<file path="src/rtl/dma_controller.sv">
// Single-channel word DMA: register-programmed, bus-mastering read-then-write copier
// with software or device trigger and a level completion interrupt.
module dma_controller #(
  parameter logic [31:0] BASE_ADDR = 32'h0000_9000,
  parameter int unsigned CNT_W     = 16
) (
  input  logic        clk,
  input  logic        rst,
  input  logic [31:0] cfg_address,
  input  logic [31:0] cfg_write_data,
  input  logic        cfg_read,
  input  logic        cfg_write,
  output logic [31:0] cfg_read_data,
  input  logic        dev_request,
  output logic        bus_request,
  input  logic        bus_grant,
  output logic [31:0] address,
  output logic [31:0] writeData,
  input  logic [31:0] readData,
  output logic        Read,
  output logic        Write,
  output logic        HAL,
  output logic        irq
);

  localparam int unsigned ADDR_W = 32;
  localparam int unsigned CTRL_W = 5;

  typedef enum logic [2:0] {S_IDLE, S_REQ, S_READ, S_WRITE, S_DONE} state_t;

  state_t             state_q, state_d;
  logic [ADDR_W-1:0]  src_q, src_d;
  logic [ADDR_W-1:0]  dst_q, dst_d;
  logic [CNT_W-1:0]   cnt_q, cnt_d;
  logic [ADDR_W-1:0]  buf_q, buf_d;
  logic               dev_mode_q, dev_mode_d;
  logic               ie_q, ie_d;
  logic               done_q, done_d;

  logic [ADDR_W-1:0]  offset;
  logic               hit, acc_rd, acc_wr, busy, start_req;
  logic [1:0]         sel;
  logic [CTRL_W-1:0]  ctrl_rd;

  // Offset decode works for any word-aligned base, not just 16-byte aligned ones.
  assign offset = cfg_address - BASE_ADDR;
  assign hit    = (offset[ADDR_W-1:4] == '0) && (offset[1:0] == 2'b00);
  assign sel    = offset[3:2];
  assign acc_rd = hit && cfg_read && !cfg_write;
  assign acc_wr = hit && cfg_write && !cfg_read;
  assign busy   = (state_q != S_IDLE);
  assign ctrl_rd = {busy, done_q, ie_q, dev_mode_q, 1'b0};

  always_ff @(posedge clk or posedge rst) begin
    if (rst) begin
      state_q    <= S_IDLE;
      src_q      <= '0;
      dst_q      <= '0;
      cnt_q      <= '0;
      buf_q      <= '0;
      dev_mode_q <= 1'b0;
      ie_q       <= 1'b0;
      done_q     <= 1'b0;
    end else begin
      state_q    <= state_d;
      src_q      <= src_d;
      dst_q      <= dst_d;
      cnt_q      <= cnt_d;
      buf_q      <= buf_d;
      dev_mode_q <= dev_mode_d;
      ie_q       <= ie_d;
      done_q     <= done_d;
    end
  end

  always_comb begin
    state_d    = state_q;
    src_d      = src_q;
    dst_d      = dst_q;
    cnt_d      = cnt_q;
    buf_d      = buf_q;
    dev_mode_d = dev_mode_q;
    ie_d       = ie_q;
    done_d     = done_q;
    start_req  = 1'b0;

    // Programming registers are frozen while a transfer is in flight.
    if (acc_wr) begin
      case (sel)
        2'd0: if (!busy) src_d = cfg_write_data;
        2'd1: if (!busy) dst_d = cfg_write_data;
        2'd2: if (!busy) cnt_d = cfg_write_data[CNT_W-1:0];
        default: begin
          dev_mode_d = cfg_write_data[1];
          ie_d       = cfg_write_data[2];
          if (cfg_write_data[3]) done_d = 1'b0;
          start_req  = !busy && cfg_write_data[0];
        end
      endcase
    end

    case (state_q)
      S_IDLE: begin
        if ((start_req || (dev_mode_q && dev_request)) && (cnt_q != '0))
          state_d = S_REQ;
      end
      S_REQ: begin
        if (bus_grant) state_d = S_READ;
      end
      S_READ: begin
        buf_d   = readData;
        state_d = S_WRITE;
      end
      S_WRITE: begin
        src_d = src_q + ADDR_W'(4);
        dst_d = dst_q + ADDR_W'(4);
        cnt_d = cnt_q - CNT_W'(1);
        // Grant is only re-examined on a word boundary.
        if (cnt_q == CNT_W'(1))  state_d = S_DONE;
        else if (bus_grant)      state_d = S_READ;
        else                     state_d = S_REQ;
      end
      S_DONE: begin
        done_d  = 1'b1;
        state_d = S_IDLE;
      end
      default: state_d = S_IDLE;
    endcase
  end

  // Bus outputs decode directly from the state register so reset clears them at once.
  always_comb begin
    bus_request = 1'b0;
    address     = '0;
    writeData   = '0;
    Read        = 1'b0;
    Write       = 1'b0;
    case (state_q)
      S_REQ:   bus_request = 1'b1;
      S_READ: begin
        bus_request = 1'b1;
        address     = src_q;
        Read        = 1'b1;
      end
      S_WRITE: begin
        bus_request = 1'b1;
        address     = dst_q;
        writeData   = buf_q;
        Write       = 1'b1;
      end
      default: ;
    endcase
  end

  always_comb begin
    cfg_read_data = '0;
    if (acc_rd) begin
      case (sel)
        2'd0:    cfg_read_data = src_q;
        2'd1:    cfg_read_data = dst_q;
        2'd2:    cfg_read_data = ADDR_W'(cnt_q);
        default: cfg_read_data = ADDR_W'(ctrl_rd);
      endcase
    end
  end

  assign HAL = 1'b0;
  assign irq = done_q & ie_q;

endmodule
</file>
<file path="config.mk">
export PLATFORM = sky130hd
export DESIGN_NAME = dma_controller
export DESIGN_NICKNAME = d
export VERILOG_FILES = /design/src/rtl/dma_controller.sv
export SDC_FILE = /design/constraint.sdc
export NUM_CORES = 1
export LEC_CHECK = 0
export ABC_AREA = 1
export CAP_MARGIN = 25
export CORE_AREA = 4 4 162 164
export DETAILED_ROUTE_END_ITERATION = 12
export DIE_AREA = 0 0 166 168
export GPL_ROUTABILITY_DRIVEN = 0
export PLACE_DENSITY = 0.67
export SYNTH_ARGS = -nofsm -noshare
export SYNTH_HDL_FRONTEND = slang
export SYNTH_SLANG_ARGS = --single-unit
</file>
<file path="constraint.sdc">
create_clock -name clk -period 11.7 [get_ports clk]
set_input_delay 1.755 -clock clk [delete_from_list [all_inputs] [get_ports clk]]
set_output_delay 1.755 -clock clk [all_outputs]
set_load 0.01 [all_outputs]
</file>
Word-level counts from Yosys, hierarchy flattened
Cells that the tools add are included.

Output and inout bits: 101. Bits in read-only memories: 0. Memories kept: 0. Bits in writable memories: 0. Register bits: 118. Bits in latches: 0.

Div/mod/pow operators: 0. Order comparisons: 0. Reduce and logical (&&, ||, !) cells: 32. Muxes and demuxes: 29. Bitwise logic cells: 2. $mul: 0. Add/subtract/negate cells: 4. Shift operators: 0. Equality and inequality tests: 11.

Operators with widths (count): two-way mux 32 bit (9); case mux 32 bit (3 select lines) (1); adder 32 x 3 -> 32 bit, second input constant (2); two-way mux 16 bit (4); case mux 32 bit (2 select lines) (1); subtractor 32 x 16 -> 32 bit, second input constant (1); zero test 28 bit (1); == test 16 x 1 -> 1 bit, second input constant (1); nonzero test 16 bit (1); subtractor 16 x 1 -> 16 bit, second input constant (1); case mux 3 bit (4 select lines) (1); AND reduction 3 bit (4); nonzero test 2 bit (6); two-way mux 1 bit (9); two-way mux 3 bit (3); logical AND 1 bit (8); == test 3 x 2 -> 1 bit, second input constant (2); OR reduction 3 bit (2); zero test 2 bit (2); != test 2 x 1 -> 1 bit, second input constant (2); != test 2 bit, second input constant (2); AND reduction 2 bit (2); == test 3 x 1 -> 1 bit, second input constant (1); == test 3 bit, second input constant (1); other kinds (9) (11).

Longest topological paths before layout
Depth after elaboration: 10. Depth in mapped cells: 19. Gate-level depth less buffers: 16.

Worst setup path before layout
Ideal clock, no wire load.

Kind: input to output. Start point: input cfg_address[13]. End point: output cfg_read_data[1]. Path slack: 6.729 ns. Path buffers: 2. Stages on the path: 12. Arrival time: 3.216 ns. Cells stage by stage: nor2_1 > nand2_1 > nand2_2 > buf_6 > nand3_2 > o21ai_1 > nand2_1 > nor2_1 > and2_2 > nand3_1 > clkbuf_1 > a41oi_1.

Longest elaborated chain between the ends: 6.

Ends and longest elaborated chain: from (decl) (RTL line 9) `input logic [31:0] cfg_address,`; subtractor 32 x 16 -> 32 bit (RTL line 46) `assign offset = cfg_address - BASE_ADDR;`; zero test 28 bit (RTL line 47) `assign hit = (offset[ADDR_W-1:4] == '0) && (offset[1:0] == 2'b00);`; logical AND 1 bit (RTL line 47); logical AND 1 bit (2 in a row) (RTL line 49) `assign acc_rd = hit && cfg_read && !cfg_write;`; two-way mux 32 bit (RTL line 157) `if (acc_rd) begin`; to (decl) (RTL line 13) `output logic [31:0] cfg_read_data,`.

Every way passes these cells.

Worst setup path after layout
Start point: input cfg_address[14]. End point: output cfg_read_data[15].

Same word-level chain as after synthesis.

==> reports/qor.txt <==
Synth top area share - 34.63%
RSZ-0062 raised after global routing - no
Hold endpoint - cnt_q[9]
Core box area - 0.02489 mm²
Slack of the critical path - 5.046 ns
First-pass GRT wire length - 50460 µm
Critical-path cell list - clkdlybuf4s50_1 > nor2_1 > nand2_1 > nand2_2 > nand3_1 > nand2_1 > nand2_1 > nor2_1 > nand2_1 > nor2_1 > and2_2 > nand4_1 > nor2_1 > clkdlybuf4s50_1
Crit path capture type - primary output
Register area - 0.002953 mm²
PwrDens - 200.7 mW/mm²
R2r startpoint - state_q[0]
Die Ht - 168 µm
Largest area contributor in the synthesized netlist - dfrtp_1
Synth async-reset ratio - 100.0%
Max Cap Viol - 0
Dpl hpwl - 22420 µm
Die Wd - 166 µm
Hold path start - cnt_q[9]
Syn Inst Count - 1361
ANT cells - 0
Post-synthesis cell area - 0.008526 mm²
Placement Setup Slack - 5.074 ns
Worst Skew - 0.01276 ns
Max Slew Vio Count - 0
Cell row count - 58
Synth Flop Type - dfrtp_1
Routed wire length per instance - 16.90 µm
Worst R2R Setup Slack - 8.54 ns
DRT Pass-1 Iters - 6
Largest net degree at the start of global routing - 95
Fill cells - 2544
Clock Sinks - 118
Status - finished, final reports clean
Multi-input gate area in the final layout - 0.004678 mm²
Buf/Inv on CP - 2
Most common cell in the synthesized netlist - nand2_1
Leakage power - 0.005265 µW
Reg2Reg Depth - 11
Worst Hold Class - flip-flop to flip-flop
Reg clk slew, reported paths - 0.06 ns
Max Root-Sink Buffers - 2
Share of cells above drive strength 1 - 4.404%
Vias - 9871
Initial core utilization - 34.25%
Root Driver - clkbuf_16
WS Path Type - input pin to primary output
Sequential cell area fraction in the yosys report - 34.63%
ANT nets after route - 0
Post-Route Setup TNS - 0 ns
Peak supply drop - 0.0001058 V
Grt ovf - 0
Worst path top cell family by delay - simple AND/OR/NAND/NOR gates
Min cycle time layout - 6.654 ns
Worst slew margin - 40.01%
DRC Markers - 0
Finished Core Util - 46.02%
Total wire length - 31670 µm
Vias in the first global route - 9363
CP max stage cell - clkdlybuf4s50_1
Arrival time worst endpoint - 4.90 ns
Total CTS buffers - 17
Crit path largest cell delay - 0.61 ns
Crit path max fanout - 13
Post-CTS setup buffers - 0
CP required - 9.95 ns
P&R area growth vs syn - 34.36%
FMAX - 150.3 MHz
Vias per inst - 5.267
Unique cell type count in the Yosys netlist - 41
Nets - 1637
Placed Cells incl. Taps - 1841
Initial DRC count - 1031
GRT Total Usage - 22.15%
Yosys warns - 0
Hold Path Stages - 2
Worst Setup Start Kind - input pin
Non-filler instance count after layout - 1874
Final Hold Fails - 0
Mean post-synth cell area - 6.264 µm²
Worst-margin pin slew - 0.8999 ns
I/O Buffers - 201
Setup Viol. Count Final - 0
EDFF count, synth - 0
Hold_buf cts - 0
Skew-Pair Late Insertion Delay - 0.43 ns
Yosys reg bits - 118
Post-CTS Resized - 0
Period utilisation layout - 56.87%
Commonest cells in the netlist - nand2_1, inv_1, nand3_1
Htree depth - 4
Reg2reg end - dst_q[20]
Largest cells by area after synthesis - dfrtp_1, nand2_1, nand3_1
Initial antenna violation count - 0
Post-synth net total - 1467
Top Ports - 203
Die Area - 0.02789 mm²
CTS tree - yes
sequential cells by signal, summed over array words and instances, names as in the netlist:
name        flops
buf_q          32
cnt_q          16
dev_mode_q      1
done_q          1
dst_q          32
ie_q            1
src_q          32
state_q         3
logic make-up after synthesis:
kind of cell             Yosys count  share of synthesized area, %
AND/OR/NAND/NOR                  819                         41.22
buffers and inverters            230                         10.73
AO/OA/AOI/OAI                    175                         11.34
flip-flops                       118                         34.63
XOR/XNOR                          14                         1.438
adder cells (fa/ha/maj)            4                        0.5871
other                              1                       0.04398
per-stage QoR:
step                      total power [µW]  hold slack, ns  cell area [µm²]
after global placement                1685          0.4867            10770
after CTS                             2292          0.5097            11430
after global routing                  2469          0.5307            11450
after floorplan                       1345          0.4619             8526
after detailed placement              1710          0.4945            10800
final                                 2299          0.5116            11450
cell usage in the layout (no fill, tap or decap), types with 2 or more instances in the layout:
| cell | count |
|---|---|
| a21oi_1 | 36 |
| a41oi_1 | 2 |
| buf_16 | 2 |
| buf_4 | 10 |
| bufinv_16 | 4 |
| clkbuf_16 | 17 |
| clkdlybuf4s50_1 | 201 |
| clkinv_4 | 4 |
| clkinvlp_4 | 5 |
| dfrtp_1 | 118 |
| ha_1 | 4 |
| inv_1 | 164 |
| inv_6 | 2 |
| nand2_1 | 445 |
| nand2_2 | 2 |
| nand2_4 | 4 |
| nand3_1 | 148 |
| nand3b_1 | 5 |
| nand4_1 | 28 |
| nor2_1 | 132 |
| nor2_2 | 5 |
| nor2_4 | 4 |
| nor3_1 | 23 |
| nor3_2 | 2 |
| nor4_1 | 15 |
| o211ai_1 | 10 |
| o21ai_0 | 88 |
| o22ai_1 | 32 |
| o41ai_1 | 2 |
| or2_2 | 2 |
| xor2_1 | 13 |
how the worst max path moves through the flow:
stage,cells after the start,slack (ns),startpoint,end
floorplan,12,6.73,cfg_address[13],cfg_read_data[1]
global placement,14,5.13,cfg_address[14],cfg_read_data[15]
detailed placement,14,5.07,cfg_address[14],cfg_read_data[15]
CTS,14,5.06,cfg_address[14],cfg_read_data[15]
global route,14,4.73,cfg_address[14],cfg_read_data[15]
finish,14,5.05,cfg_address[14],cfg_read_data[15]
worst min-delay path, cell delays in order (launching register included):
cell,delay [ns]
dfrtp_1,0.34
nand3_1,0.08
nand2_1,0.06
layer usage:
layer	vias to the layer above	track usage, %	routed length [µm]
met5	-	0	0
met3	71	4.837	2879
met1	4527	30.15	13590
met4	0	8.465	956
met2	530	34.62	14240
li1	4743	-	-
power breakdown:
part	switching, µW	internal [µW]
logic	598	352
registers	187	590
clock network	214	358
total	999	1300
final cells by class:
| class | count | share of cell area, % |
|---|---|---|
| sequential | 118 | 25.78 |
| timing repair buffer | 213 | 18.70 |
| clock inverter | 14 | 1.759 |
| inverter | 168 | 5.571 |
| multi-input combinational | 1013 | 40.84 |
| tap | 330 | 3.605 |
| clock buffer | 18 | 3.747 |
Note: power is estimated with default switching activity, not from simulation.
